<file path="src/rtl/multi_cycle_ctrl.sv">
// Multi-cycle FETCH/DECODE/EXEC/MEM/WB controller for the R/I-type MIPS datapath.
// Optional macro ILLEGAL_TRAP_EN: illegal encodings lock the controller in TRAP instead of retiring as NOP.
module multi_cycle_ctrl #(
  parameter int MEM_TIMEOUT = 15,
  parameter int CNT_W       = 4
) (
  input  logic       clk,
  input  logic       rst_n,
  input  logic       start,
  input  logic [5:0] op,
  input  logic [5:0] funct,
  input  logic       mem_ready,
  output logic       pc_write,
  output logic       ir_write,
  output logic       mem_read,
  output logic       Mem_Write,
  output logic       Write_Reg,
  output logic [2:0] ALU_OP,
  output logic       rd_rt_s,
  output logic       rt_imm_s,
  output logic       imm_s,
  output logic       alu_mem_s,
  output logic       instr_done,
  output logic       bus_err,
  output logic [2:0] state,
  output logic       busy
);

  typedef enum logic [2:0] {
    S_IDLE   = 3'd0,
    S_FETCH  = 3'd1,
    S_DECODE = 3'd2,
    S_EXEC   = 3'd3,
    S_MEM    = 3'd4,
    S_WB     = 3'd5,
    S_TRAP   = 3'd6
  } state_t;

  typedef enum logic [2:0] {
    C_NOP,
    C_RTYPE,
    C_IARITH,
    C_LW,
    C_SW,
    C_ILL
  } cls_t;

  localparam logic [CNT_W-1:0] CNT_LAST = CNT_W'(MEM_TIMEOUT - 1);

  state_t           state_q, state_d;
  logic [CNT_W-1:0] cnt_q, cnt_d;
  cls_t             cls_q, dec_cls;
  logic [2:0]       alu_q, dec_alu;
  logic             imm_q, dec_imm;
  logic             bus_err_q;
  logic             wait_st, timeout, fetch_ok, itype, sel_en;

  // Instruction decode; captured together with the IR so DECODE outputs stay Moore.
  always_comb begin
    dec_cls = C_ILL;
    dec_alu = 3'b000;
    dec_imm = 1'b0;
    case (op)
      6'b000000: begin
        dec_cls = C_RTYPE;
        case (funct)
          6'b100000: dec_alu = 3'b100;
          6'b100010: dec_alu = 3'b101;
          6'b100100: dec_alu = 3'b000;
          6'b100101: dec_alu = 3'b001;
          6'b100110: dec_alu = 3'b010;
          6'b100111: dec_alu = 3'b011;
          6'b101011: dec_alu = 3'b110;
          6'b000100: dec_alu = 3'b111;
          6'b000000: dec_cls = C_NOP;
          default:   dec_cls = C_ILL;
        endcase
      end
      6'b001000: begin dec_cls = C_IARITH; dec_alu = 3'b100; dec_imm = 1'b1; end
      6'b001100: begin dec_cls = C_IARITH; dec_alu = 3'b000; end
      6'b001110: begin dec_cls = C_IARITH; dec_alu = 3'b010; end
      6'b001011: begin dec_cls = C_IARITH; dec_alu = 3'b110; end
      6'b100011: begin dec_cls = C_LW;     dec_alu = 3'b100; dec_imm = 1'b1; end
      6'b101011: begin dec_cls = C_SW;     dec_alu = 3'b100; dec_imm = 1'b1; end
      default:   dec_cls = C_ILL;
    endcase
`ifndef ILLEGAL_TRAP_EN
    if (dec_cls == C_ILL) dec_cls = C_NOP;
`endif
  end

  assign wait_st  = (state_q == S_FETCH) || (state_q == S_MEM);
  assign timeout  = wait_st && !mem_ready && (cnt_q == CNT_LAST);
  assign fetch_ok = (state_q == S_FETCH) && mem_ready;
  // Leaving FETCH/MEM only happens on ready or timeout, so the count is zero on every entry.
  assign cnt_d    = (wait_st && !mem_ready && !timeout) ? cnt_q + CNT_W'(1) : '0;

  always_ff @(posedge clk or negedge rst_n) begin
    if (!rst_n) begin
      state_q   <= S_IDLE;
      cnt_q     <= '0;
      cls_q     <= C_NOP;
      alu_q     <= 3'b000;
      imm_q     <= 1'b0;
      bus_err_q <= 1'b0;
    end else begin
      state_q <= state_d;
      cnt_q   <= cnt_d;
      if (fetch_ok) begin
        cls_q <= dec_cls;
        alu_q <= dec_alu;
        imm_q <= dec_imm;
      end
      if (timeout) bus_err_q <= 1'b1;
    end
  end

  assign itype  = (cls_q == C_IARITH) || (cls_q == C_LW) || (cls_q == C_SW);
  assign sel_en = (state_q == S_DECODE) || (state_q == S_EXEC) ||
                  (state_q == S_MEM) || (state_q == S_WB);

  always_comb begin
    state_d    = state_q;
    pc_write   = 1'b0;
    ir_write   = 1'b0;
    mem_read   = 1'b0;
    Mem_Write  = 1'b0;
    Write_Reg  = 1'b0;
    instr_done = 1'b0;
    ALU_OP     = sel_en ? alu_q : 3'b000;
    rd_rt_s    = sel_en && itype;
    rt_imm_s   = sel_en && itype;
    imm_s      = sel_en && imm_q;
    alu_mem_s  = sel_en && (cls_q == C_LW);
    case (state_q)
      S_IDLE: if (start) state_d = S_FETCH;
      S_FETCH: begin
        mem_read = 1'b1;
        if (mem_ready) begin
          ir_write = 1'b1;
          pc_write = 1'b1;
          state_d  = S_DECODE;
        end
      end
      S_DECODE: begin
        case (cls_q)
          C_NOP: begin
            instr_done = 1'b1;
            state_d    = start ? S_FETCH : S_IDLE;
          end
          C_ILL:   state_d = S_TRAP;
          default: state_d = S_EXEC;
        endcase
      end
      S_EXEC: state_d = ((cls_q == C_LW) || (cls_q == C_SW)) ? S_MEM : S_WB;
      S_MEM: begin
        mem_read = (cls_q == C_LW);
        if (mem_ready) begin
          if (cls_q == C_SW) begin
            // The store retires in its ready cycle; a timed-out store never strobes.
            Mem_Write  = 1'b1;
            instr_done = 1'b1;
            state_d    = start ? S_FETCH : S_IDLE;
          end else begin
            state_d = S_WB;
          end
        end else if (timeout) begin
          state_d = S_FETCH;
        end
      end
      S_WB: begin
        Write_Reg  = 1'b1;
        instr_done = 1'b1;
        state_d    = start ? S_FETCH : S_IDLE;
      end
      S_TRAP:  state_d = S_TRAP;
      default: state_d = S_IDLE;
    endcase
  end

  assign state   = state_q;
  assign busy    = (state_q != S_IDLE);
  assign bus_err = bus_err_q;

endmodule

</file>
<file path="config.mk">
export PLATFORM = sky130hd
export DESIGN_NAME = multi_cycle_ctrl
export DESIGN_NICKNAME = d
export VERILOG_FILES = /design/src/rtl/multi_cycle_ctrl.sv
export SDC_FILE = /design/constraint.sdc
export NUM_CORES = 1
export LEC_CHECK = 0
export BUFFER_PORTS_ARGS = -buffer_cell sky130_fd_sc_hd__buf_2
export CAP_MARGIN = 40
export CORE_MARGIN = 8
export CORE_UTILIZATION = 52
export CTS_CLUSTER_SIZE = 12
export DETAILED_ROUTE_END_ITERATION = 8
export PLACE_DENSITY = 0.88
export REMOVE_ABC_BUFFERS = 1
export SLEW_MARGIN = 20
export SYNTH_ARGS = -nofsm -noshare
export SYNTH_HDL_FRONTEND = slang
export SYNTH_SLANG_ARGS = --single-unit
</file>
<file path="constraint.sdc">
create_clock -name clk -period 1.9 [get_ports clk]
set_input_delay 0 -clock clk [delete_from_list [all_inputs] [get_ports clk]]
set_output_delay 0 -clock clk [all_outputs]
set_load 0.02 [all_outputs]
</file>
==> impl_summary.txt <==
----------------------------------------------------
[Outcome]
  Status ... complete, no violations

[Place]
  HPWL after DPL ... 2.49 mm
  Post-Place Cell Area ... 1430 um^2
  Count of buffers from port buffering ... 33
  Placement Setup Slack ... 0.278 ns
  Routability Congestion ... 0.870

[Setup path]
  Worst path slowest cell ... sky130_fd_sc_hd__dfrtp_1
  Worst path max stage delay ... 0.56 ns
  Source of the critical timing path ... state[2]$_DFFE_PN0P_
  WS Path Type ... reg -> out
  Maximum fanout along the worst path ... 15
  Cell depth of the worst setup path ... 4
  Dominant delay contributor by cell family on the critical path ... simple AND/OR/NAND/NOR gates
  CP Data Arrival Time ... between 1.5 and 2 ns
  Kind of start point of the critical path ... flop
  Setup crit end kind ... output pin
  R2r worst-path depth ... 4
  Data required time at the worst endpoint ... 1.90 ns
  Count of buffer and inverter cells on the critical path ... 1
  Beginning of the worst register-to-register path ... state[2]$_DFFE_PN0P_
  Cell-by-cell listing of the critical path ... nor4_2, nand3b_1, o31ai_1, buf_2

[STA]
  Slew HR ... 0.691
  Final worst setup slack ... 0.176 ns
  Final hold violation count ... 0
  Transition at the pin with the smallest max-transition slack ... roughly 0.46 ns
  Final critical path time including I/O delays and setup ... ~1.7 ns
  Pins over their slew limit ... 0
  Fmax ... slightly below 0.6 GHz
  Setup repair after global routing missed its margin ... no
  Share of the cycle needed by the critical path after routing ... 0.907
  Post-route clock skew ... just over 0.006 ns
  Finish-stage setup viols ... 0
  Setup_tns ... 0 ns

[Clocking]
  TritonCTS clock tree ... yes
  Number of buffers on the longest clock path ... 2
  CTS Buf Count ... 3
  Buffer type at the clock tree root ... sky130_fd_sc_hd__clkbuf_4
  # H-tree levels ... 1
  Clock latency on the worst-skew pair ... 0.29 ns
  Clock net sink count ... 15
  Worst-path clk slew ... 0.09 ns

[Global routing]
  Number of global-route vias before repair ... 1,222
  Antenna violations before repair ... 0
  Wire length of the first global-routing pass ... around 5.3 mm
  Largest net degree at the start of global routing ... 21
  Global-route usage over all layers ... 0.149
  Overflow left after global routing ... 0

[Synth]
  Count of warnings emitted by yosys ... 0
  Post-Syn Area ... 1270 um^2
  Fraction of synthesis flops using an asynchronous set or reset pin ... 1.00
  Yosys reg bits ... 15
  Number of distinct standard cells referenced by the synthesized netlist ... 53
  Cell count after synthesis ... around 160
  Synth Area per Inst ... 8.06 um^2
  Ys flop type ... sky130_fd_sc_hd__dfrtp_1
  Sequential cell area fraction in the yosys report ... 0.295
  Number of enable flip-flop cells after synthesis ... 0

[Power and ir drop]
  Maximum VDD drop ... ~0.6 mV
  Leakage power of the design ... 0.000674 uW
  PD cells ... around 1100 nW/um^2

[Finish]
  Final #Nets ... 205
  Most frequent cells in the layout ... 33 x sky130_fd_sc_hd__buf_2, 23 x sky130_fd_sc_hd__nor2_1, 14 x sky130_fd_sc_hd__dfrtp_1
  Count of inserted antenna diode cells ... 0
  Number of filler cells placed in the layout ... 221
  Layout-stage area growth over the synthesis result ... 15.4%
  Fraction of final layout cells sized beyond drive strength 1 ... 0.265
  Most common library cell in the layout ignoring fill and taps ... sky130_fd_sc_hd__buf_2
  Finished layout cell area ... 1470 um^2

[Detailed routing]
  Vias after detailed routing ... 1,288
  Antenna Nets Post-Route ... 0
  DRC errors left ... 0
  Number of iterations in the first detailed-routing pass ... 4
  Per-cell routed wire length ... 14.9 um
  Average vias per placed instance ... 5.99
  Wirelength, routed ... 3.20 mm
  Iteration-0 DRC count of the detailed router ... 63

[Flow run]
  Max-cap violation count ... 0

[Worst hold path]
  Hold Path Cell Cnt ... 3
  Class of the tightest hold or removal check ... in -> reg
  Hold path startpoint ... op[1]

[Die]
  Starting density of the core ... 0.534
  Horizontal die dimension ... 65.5 um
  Boundary Pins ... 34
  Die Outline Area ... 4290 um^2
  Row cnt ... 18
  Core Box Area ... about 2400 um^2
  Die H ... between 60 and 70 um

----------------------------------------------------
[routing by layer]
metal	track usage	share of wire	vias to the layer above
li1	-	-	633
met1	0.170	0.42	600
met2	0.252	0.49	49
met3	0.0425	0.076	6
met4	0.0654	0.011	0
met5	0	0	-
[cells in the mapped netlist, types with 3 or more instances]
| master | count | area (um^2) |
|---|---|---|
| sky130_fd_sc_hd__clkbuf_1 | 7 | 26.3 |
| sky130_fd_sc_hd__nand2_1 | 8 | 30.0 |
| sky130_fd_sc_hd__nor2b_1 | 10 | 62.6 |
| sky130_fd_sc_hd__a21oi_1 | 8 | 40.0 |
| sky130_fd_sc_hd__o21ai_0 | 5 | 25.0 |
| sky130_fd_sc_hd__dfrtp_1 | 15 | 375 |
| sky130_fd_sc_hd__inv_1 | 5 | 18.8 |
| sky130_fd_sc_hd__ha_1 | 3 | 37.5 |
| sky130_fd_sc_hd__xor2_1 | 3 | 26.3 |
| sky130_fd_sc_hd__a31oi_1 | 3 | 18.8 |
| sky130_fd_sc_hd__nand3_1 | 3 | 15.0 |
| sky130_fd_sc_hd__nor3_1 | 5 | 25.0 |
| sky130_fd_sc_hd__o31ai_1 | 3 | 22.5 |
| sky130_fd_sc_hd__nor2_1 | 23 | 86.3 |
| sky130_fd_sc_hd__nand2b_1 | 4 | 25.0 |
| sky130_fd_sc_hd__nand3b_1 | 3 | 22.5 |
[sequential cells by signal, indices dropped and copies added (netlist names)]
signal	count
cnt_q	4
alu_q	3
cls_q	3
state	3
bus_err	1
imm_q	1
[what timing repair did]
item	in CTS	in global routing
hold buffers	1	0
endpoints found under the hold margin	15	0
endpoints found under the setup margin	0	3
setup buffers	0	0
gates resized for setup	0	2
[through the flow]
| stage | utilization | total power (uW) | hold slack, ns | instances |
|---|---|---|---|---|
| 2_1_floorplan | - | 1170 | -0.296 | 145 |
| 3_3_place_gp | 0.597 | 1430 | -0.0864 | 210 |
| 3_5_place_dp | 0.597 | 1490 | -0.0840 | 210 |
| 4_1_cts | 0.613 | 1670 | 0.0574 | 215 |
| 5_1_grt | 0.616 | 1810 | 0.0864 | 215 |
| 6_report | 0.616 | 1680 | 0.0695 | 215 |
[tightest hold or removal path, delay by kind of cell]
| kind | cells | cell delay (ns) |
|---|---|---|
| buffers and inverters | 1 | 0.14 |
| and+or+nand+nor | 1 | 0.10 |
| AOI/OAI and AO/OA | 1 | 0.08 |
[power by group]
| group | internal, uW | total (uW) | switching [uW] |
|---|---|---|---|
| logic | 387 | 912 | 525 |
| registers | 411 | 590 | 180 |
| clock network | 78.2 | 180 | 102 |
[worst paths after layout]
check	endpoint	slack [ns]
setup / recovery	instr_done	0.18
hold / removal	alu_q[1]$_DFFE_PN0P_	0.07
setup reg to reg	state[2]$_DFFE_PN0P_	0.35
hold reg to reg	alu_q[0]$_DFFE_PN0P_	0.49
max in group asynchronous	state[0]$_DFFE_PN0P_	1.51
min in group asynchronous	alu_q[1]$_DFFE_PN0P_	0.13
[cell type report]
cell class / instances / area (um^2) / share of cell area
multi-input combinational: 125 / 820 / 0.557
timing repair buffer: 36 / 190 / 0.129
clock inverter: 1 / 5.00 / 0.00340
tap: 30 / 37.5 / 0.0255
inverter: 5 / 18.8 / 0.0128
sequential: 15 / 377 / 0.256
clock buffer: 3 / 22.5 / 0.0153
[logic make-up after synthesis]
family / share of synthesized area
AO/OA/AOI/OAI: 0.233
AND/OR/NAND/NOR: 0.326
adder cells (fa/ha/maj): 0.0295
flip-flops: 0.295
XOR/XNOR: 0.0344
multiplexers: 0.0157
buffers and inverters: 0.0668
Note: power is estimated with default switching activity, not from simulation.
